### src/rtl/noc_link_receiver.sv
// noc_link_receiver: receive endpoint of a credit-based NoC link.
// Buffers flits, returns credits on pop, checks packet protocol.
module noc_link_receiver #(
  parameter int FLIT_WIDTH        = 64,
  parameter int DEST_WIDTH        = 6,
  parameter int FLIT_BUFFER_DEPTH = 2,
  parameter int PKT_CNT_WIDTH     = 16
) (
  input  logic                     clk_noc,
  input  logic                     rst_noc,
  input  logic [FLIT_WIDTH-1:0]    data_in,
  input  logic [DEST_WIDTH-1:0]    dest_in,
  input  logic                     is_tail_in,
  input  logic                     send_in,
  output logic                     credit_out,
  output logic                     out_valid,
  input  logic                     out_ready,
  output logic [FLIT_WIDTH-1:0]    out_data,
  output logic [DEST_WIDTH-1:0]    out_dest,
  output logic                     out_tail,
  output logic                     overflow,
  output logic                     dest_error,
  output logic                     in_packet,
  output logic [PKT_CNT_WIDTH-1:0] pkt_count
);

  localparam int PW =
    (FLIT_BUFFER_DEPTH > 1) ? $clog2(FLIT_BUFFER_DEPTH) : 1;
  localparam int CW = $clog2(FLIT_BUFFER_DEPTH + 1);
  localparam logic [CW-1:0] FULL = CW'(FLIT_BUFFER_DEPTH);
  localparam logic [PW-1:0] LAST = PW'(FLIT_BUFFER_DEPTH - 1);

  typedef enum logic {
    IDLE,
    IN_PKT
  } state_t;

  logic [FLIT_WIDTH-1:0] mem_data [FLIT_BUFFER_DEPTH];
  logic [DEST_WIDTH-1:0] mem_dest [FLIT_BUFFER_DEPTH];
  logic                  mem_tail [FLIT_BUFFER_DEPTH];

  logic [PW-1:0] rd_ptr;
  logic [PW-1:0] wr_ptr;
  logic [CW-1:0] occ;

  logic pop;
  logic push;
  logic drop;

  state_t                state_q;
  state_t                state_d;
  logic [DEST_WIDTH-1:0] head_q;
  logic [DEST_WIDTH-1:0] head_d;
  logic                  pc_inc;
  logic                  derr_set;

  assign out_valid = (occ != '0);
  assign pop       = out_valid & out_ready;
  // A full buffer still accepts when the head leaves this cycle.
  assign push      = send_in & ((occ != FULL) | pop);
  assign drop      = send_in & ~push;

  assign out_data  = mem_data[rd_ptr];
  assign out_dest  = mem_dest[rd_ptr];
  assign out_tail  = mem_tail[rd_ptr];
  assign in_packet = (state_q == IN_PKT);

  // Flit storage; contents are not reset.
  always_ff @(posedge clk_noc) begin
    if (push) begin
      mem_data[wr_ptr] <= data_in;
      mem_dest[wr_ptr] <= dest_in;
      mem_tail[wr_ptr] <= is_tail_in;
    end
  end

  // Pointers wrap at DEPTH (not necessarily a power of two).
  always_ff @(posedge clk_noc or posedge rst_noc) begin
    if (rst_noc) begin
      rd_ptr <= '0;
      wr_ptr <= '0;
      occ    <= '0;
    end else begin
      if (push) wr_ptr <= (wr_ptr == LAST) ? '0 : wr_ptr + PW'(1);
      if (pop)  rd_ptr <= (rd_ptr == LAST) ? '0 : rd_ptr + PW'(1);
      if (push && !pop)      occ <= occ + CW'(1);
      else if (pop && !push) occ <= occ - CW'(1);
    end
  end

  // One credit pulse per consumed flit, one cycle later.
  always_ff @(posedge clk_noc or posedge rst_noc) begin
    if (rst_noc) credit_out <= 1'b0;
    else         credit_out <= pop;
  end

  // Packet FSM state and head destination register.
  always_ff @(posedge clk_noc or posedge rst_noc) begin
    if (rst_noc) begin
      state_q <= IDLE;
      head_q  <= '0;
    end else begin
      state_q <= state_d;
      head_q  <= head_d;
    end
  end

  // Packet FSM next state; only accepted flits advance it.
  always_comb begin
    state_d  = state_q;
    head_d   = head_q;
    pc_inc   = 1'b0;
    derr_set = 1'b0;
    if (push) begin
      unique case (state_q)
        IDLE: begin
          head_d = dest_in;
          if (is_tail_in) pc_inc  = 1'b1;
          else            state_d = IN_PKT;
        end
        IN_PKT: begin
          derr_set = (dest_in != head_q);
          if (is_tail_in) begin
            state_d = IDLE;
            pc_inc  = 1'b1;
          end
        end
        default: state_d = IDLE;
      endcase
    end
  end

  // Sticky protocol flags and the packet counter.
  always_ff @(posedge clk_noc or posedge rst_noc) begin
    if (rst_noc) begin
      overflow   <= 1'b0;
      dest_error <= 1'b0;
      pkt_count  <= '0;
    end else begin
      if (drop)     overflow   <= 1'b1;
      if (derr_set) dest_error <= 1'b1;
      if (pc_inc)   pkt_count  <= pkt_count + PKT_CNT_WIDTH'(1);
    end
  end

endmodule

### config.mk
export PLATFORM = sky130hd
export DESIGN_NAME = noc_link_receiver
export DESIGN_NICKNAME = d
export VERILOG_FILES = /design/src/rtl/noc_link_receiver.sv
export SDC_FILE = /design/constraint.sdc
export NUM_CORES = 1
export LEC_CHECK = 0
export CAP_MARGIN = 0
export CORE_AREA = 2 2 115 117
export DETAILED_ROUTE_END_ITERATION = 16
export DIE_AREA = 0 0 117 119
export MAX_ROUTING_LAYER = met4
export PLACE_DENSITY = 0.92
export SLEW_MARGIN = 20
export SYNTH_ARGS = -nofsm -noshare
export SYNTH_HDL_FRONTEND = slang
export SYNTH_SLANG_ARGS = --single-unit
### constraint.sdc
create_clock -name clk_noc -period 11.1 [get_ports clk_noc]
set_input_delay 1.11 -clock clk_noc [delete_from_list [all_inputs] [get_ports clk_noc]]
set_output_delay 1.11 -clock clk_noc [all_outputs]
set_load 0.005 [all_outputs]
* Word-level counts from Yosys, hierarchy flattened
Memories as Yosys holds them, arrays and structs flattened.
Index checks and enable logic that the tools add are counted.
** Cells by class
- $add $sub $neg :: 5
- Bitwise operators :: 6
- Muxes and demuxes :: 11
- Reduce and logical (&&, ||, !) cells :: 7
- Equal/unequal tests :: 2
** Operator list (count)
- $add A16 B1 Y16 const B :: 1
- $mux W1 :: 9
- $ne A6 B6 Y1 :: 1
- $mux W2 :: 2
- $reduce_bool A2 Y1 :: 2
- $and A1 B1 Y1 :: 3
- $add A1 B1 Y1 const B :: 2
- $add A2 B1 Y2 const B :: 1
- $logic_and A1 B1 Y1 :: 2
- $logic_not A1 Y1 :: 2
- $ne A2 B2 Y1 const B :: 1
- $not A1 Y1 :: 2
- $reduce_and A2 Y1 :: 1
- $sub A2 B1 Y2 const B :: 1
- $or A1 B1 Y1 :: 1
** Storage, ports and cells
- RAM bits :: 142
- Word-level logic and storage cells :: 43
- Memories :: 3
- Register bits after elaboration :: 30
- Input port bits :: 75
- Output and inout port bits :: 92
** Memories
- mem_data :: depth 2, bits a word 64, read ports 1, clocked after memory_dff 0, wr ports 1, RTL line 38 : logic [FLIT_WIDTH-1:0] mem_data [FLIT_BUFFER_DEPTH];
- mem_dest :: depth 2, bits a word 6, read ports 1, clocked after memory_dff 0, wr ports 1, RTL line 39 : logic [DEST_WIDTH-1:0] mem_dest [FLIT_BUFFER_DEPTH];
- mem_tail :: depth 2, bits a word 1, read ports 1, clocked after memory_dff 0, wr ports 1, RTL line 40 : logic mem_tail [FLIT_BUFFER_DEPTH];

* Longest topological paths before layout
- Depth after elaboration :: 8
- Gate-level depth with buffers :: 7

* Worst setup path before layout
OpenSTA, ideal clock, no wires.
- Path kind :: in2reg
- From :: input port out_ready
- To :: memory mem_data[0][0], enable pin
- Buffers on the path :: 0
- Setup time :: 0.500 ns
- Arrival :: 4.281 ns
- Slack :: 6.318 ns
- Stages on the path :: 3
- Cell sequence :: or3b_4 -> nand2_4 -> nor2_1
** On the way
- Word-level cells in the longest chain between the ends :: 5
** RTL lines
- start: declaration :: RTL line 17 : input logic out_ready,
- $and A1 B1 Y1 :: RTL line 58 : assign pop = out_valid & out_ready;
- $or A1 B1 Y1 :: RTL line 60 : assign push = send_in & ((occ != FULL) | pop);
- $and A1 B1 Y1 :: RTL line 60
- $mux W1 :: RTL line 70 : if (push) begin
- $mux W1 (not written as such) :: RTL line 71 : mem_data[wr_ptr] <= data_in;
- end: declaration :: RTL line 38
No other way between the ends.

* Worst setup path in the final report
- From :: register rd_ptr
- To :: output port out_data[21]
** On the way
- Word-level cells in the longest chain between the ends :: 1
** RTL lines
- start: declaration :: RTL line 42 : logic [PW-1:0] rd_ptr;
- start signal: assignment :: RTL line 85 : if (pop) rd_ptr <= (rd_ptr == LAST) ? '0 : rd_ptr + PW'(1);
- $mem_v2 Z2 W64
- end: declaration :: RTL line 18 : output logic [FLIT_WIDTH-1:0] out_data,
No other way between the ends.

==> impl_results.md <==
* Final WL at 12.5 mm
* DR vias at 3,546
* Synth Register Bits at 172
* Worst-path clk slew at 0.06 ns
* Clock Tree Buf Depth at 2
* Syn Nets at 411
* Synth cell types at 32
* DR pass1 iterations at 4
* CP Launch Type: register
* Die Wd at 117 um
* CTS tree: done
* Die Y at 119 um
* Setup violators final at 0
* Post-Syn Area at 0.00649 mm^2
* Final Non-Filler Cells at 701
* Largest net degree at the start of global routing at 73
* CTS H-tree depth at 4
* Synth area leader: edfxtp_1
* P&R area growth vs syn at 37.7%
* Slowest CP cell: dfrtp_4
* Slew headroom at 0.336
* Post-CTS Setup Bufs at 0
* Synth Instances at 334
* CP Capture Type: primary output
* CP Class: reg -> out
* Final Max Tran Viols at 0
* Endpoints failing hold at 0
* Met2 Usage GRT at 0.307
* M1 GR Usage at 0.215
* Reg2reg path depth at 4
* Most Crowded Layer GR: met2
* Top cells by area, synth: edfxtp_1 66%, mux2_2 14%, dfrtp_1 12%, xor2_1 2.3%, xnor2_1 1.2%
* Most used DFF post-synth: edfxtp_1
* Leakage at 3.18 nW
* Final Util at 0.694
* Crit path cell chain: mux2_2 > clkdlybuf4s50_1
* MaxCap Viol Count at 0
* Post-layout net count at 589
* Worst path max stage delay at 1.03 ns
* Post-synth EDFFs at 142
* Standard-cell row count at 42
* Worst Setup SP: rd_ptr
* Number of vias per cell at 5.06
* Crit path required time at 9.99 ns
* RSZ-0062 raised after global routing: false
* Total gr overflow at 0
* # placed instances at 669
* Setup TNS at 0 ns
* Initial antenna violation count at 0
* CTS Buf Count at 17
* Worst Tran Pin Value at 0.995 ns
* Run status: finished, final reports clean
* Achievable Freq at 0.281 GHz
* Full die area at 0.0139 mm^2
* Arrival time worst endpoint at 2.45 ns
* Asr flop ratio synth at 0.174
* Dpl hpwl at 8.16 mm
* DR DRC count at 0
* 1st-iter DRT viols at 165
* Share of cells above drive strength 1 at 0.230
* PostCTS Resize Cnt at 0
* VDD IR max at 0.220 mV
* Met3 GRT Util at 0.0606
* Buffers and inverters on the worst path at 1
* GRT Total Usage at 0.188
* CTS sink cnt at 172
* Number of global-route vias before repair at 3,821
* Wire per inst at 17.8 um
* R2R Path End: mem_data[0][35]
* First-pass GRT wire length at 19.0 mm
* HP Class: reg -> reg
* I/O pin total at 167
* Post-CTS Hold Buffers at 0
* Placer Congestion at 0.847
* Core Region at 0.0129 mm^2
* Syn Area/Cell at 19.4 um^2
* Worst reg2reg path startpoint: occ[1]
* CP delay by family, top: flip-flops
* N_diodes at 0
* Fin Clk Skew at 0.00533 ns
* Critical path peak fanout at 72
* Seq/Total Area, Yosys at 0.773
* R2R Setup Slk at 8.69 ns
* Clock Latency Late Sink at 0.41 ns
* Crit share post-route at 0.321
* Port bufs at 166
* Worst setup endpoint: out_data[21]
* Clock root buffer: clkbuf_16
* Worst path depth at 2
* Synth top area share at 0.657
* Crit path time final at 3.56 ns
* Initial core utilization at 0.504
* Yosys warnings at 0
* Power density over cell area at 241 mW/mm^2
* Antenna Nets Post-Route at 0
==> layout by cell type, fill, tap and decap left out, types with 2 or more instances in the layout <==
master and n:
buf_4 2, bufinv_16 3, clkbuf_16 17, clkdlybuf4s50_1 166
clkinv_1 2, clkinv_2 6, clkinv_4 2, dfrtp_1 29
edfxtp_1 142, ha_1 2, inv_1 4, mux2_2 78
nand2_1 6, nand3_1 6, nand4_1 2, nor2_1 5
nor3_1 5, nor4_1 2, xnor2_1 9, xor2_1 17
==> through the flow <==
stage | power, mW | setup WS, ns | hold WS [ns] | cell area (um^2)
finish | 2.16 | 7.54 | 0.467 | 8930
global route | 2.26 | 7.48 | 0.494 | 8930
CTS | 2.18 | 7.54 | 0.466 | 8930
detailed placement | 1.60 | 7.56 | 0.448 | 8350
global placement | 1.57 | 7.64 | 0.446 | 8350
floorplan | 1.24 | 6.32 | 0.451 | 6490
==> worst reg2reg max path, cell delays in order, from the launching register on <==
cell and delay, ns:
dfrtp_1 0.42, or3b_4 0.28, nand2_4 0.09, nor2_4 0.56, buf_4 0.68
==> cell usage after synthesis, types with 2 or more instances <==
master,n
inv_1,4
nor4_1,2
xnor2_1,9
nand2_1,6
nand3_1,6
nor3_1,5
nor2_1,6
xor2_1,17
mux2_2,78
dfrtp_1,30
edfxtp_1,142
nand4_1,2
ha_1,2
buf_2,7
==> kinds of logic after synthesis <==
logic type                 after synthesis  synth area share
xor gates and xnor gates                26            0.0351
AOI/OAI and AO/OA                        3           0.00367
DFF                                    172             0.773
buffers and inverters                   13            0.0100
and+or+nand+nor                         40            0.0388
adders and majority gates                2           0.00386
muxes                                   78             0.135
==> routing by layer <==
layer	up-vias	routed length, um	part of all wire
li1	1628	-	-
met1	1779	4980	0.40
met2	124	6410	0.51
met3	15	875	0.070
met4	0	193	0.015
met5	-	0	0
==> report_power, final <==
part	total, mW	internal, mW	switching, mW	leakage, nW
sequential	0.972	0.866	0.106	1.69
clock	0.579	0.350	0.229	0.288
combinational	0.606	0.393	0.212	1.21
==> state kept, by name (all words and copies together) (netlist names), 2 cells and up <==
register   flops
occ            2
mem_tail       2
head_q         6
mem_dest      12
pkt_count     16
mem_data     128
==> cell type report <==
cell class,instances,area (um^2)
sequential,172,5020
fill,828,3940
timing repair buffer,168,1680
tap,176,220
clock buffer,18,429
inverter,4,15.0
clock inverter,14,153
multi-input combinational,149,1420
==> worst min path at each step <==
| stage | start | endpoint | slack [ns] | cells past startpoint |
|---|---|---|---|---|
| detailed placement | overflow | overflow | 0.45 | 1 |
| floorplan | overflow | overflow | 0.45 | 1 |
| global placement | overflow | overflow | 0.45 | 1 |
| global route | overflow | overflow | 0.49 | 1 |
| CTS | overflow | overflow | 0.47 | 1 |
| finish | overflow | overflow | 0.47 | 1 |
No activity file was read; power rests on OpenSTA's default activity.
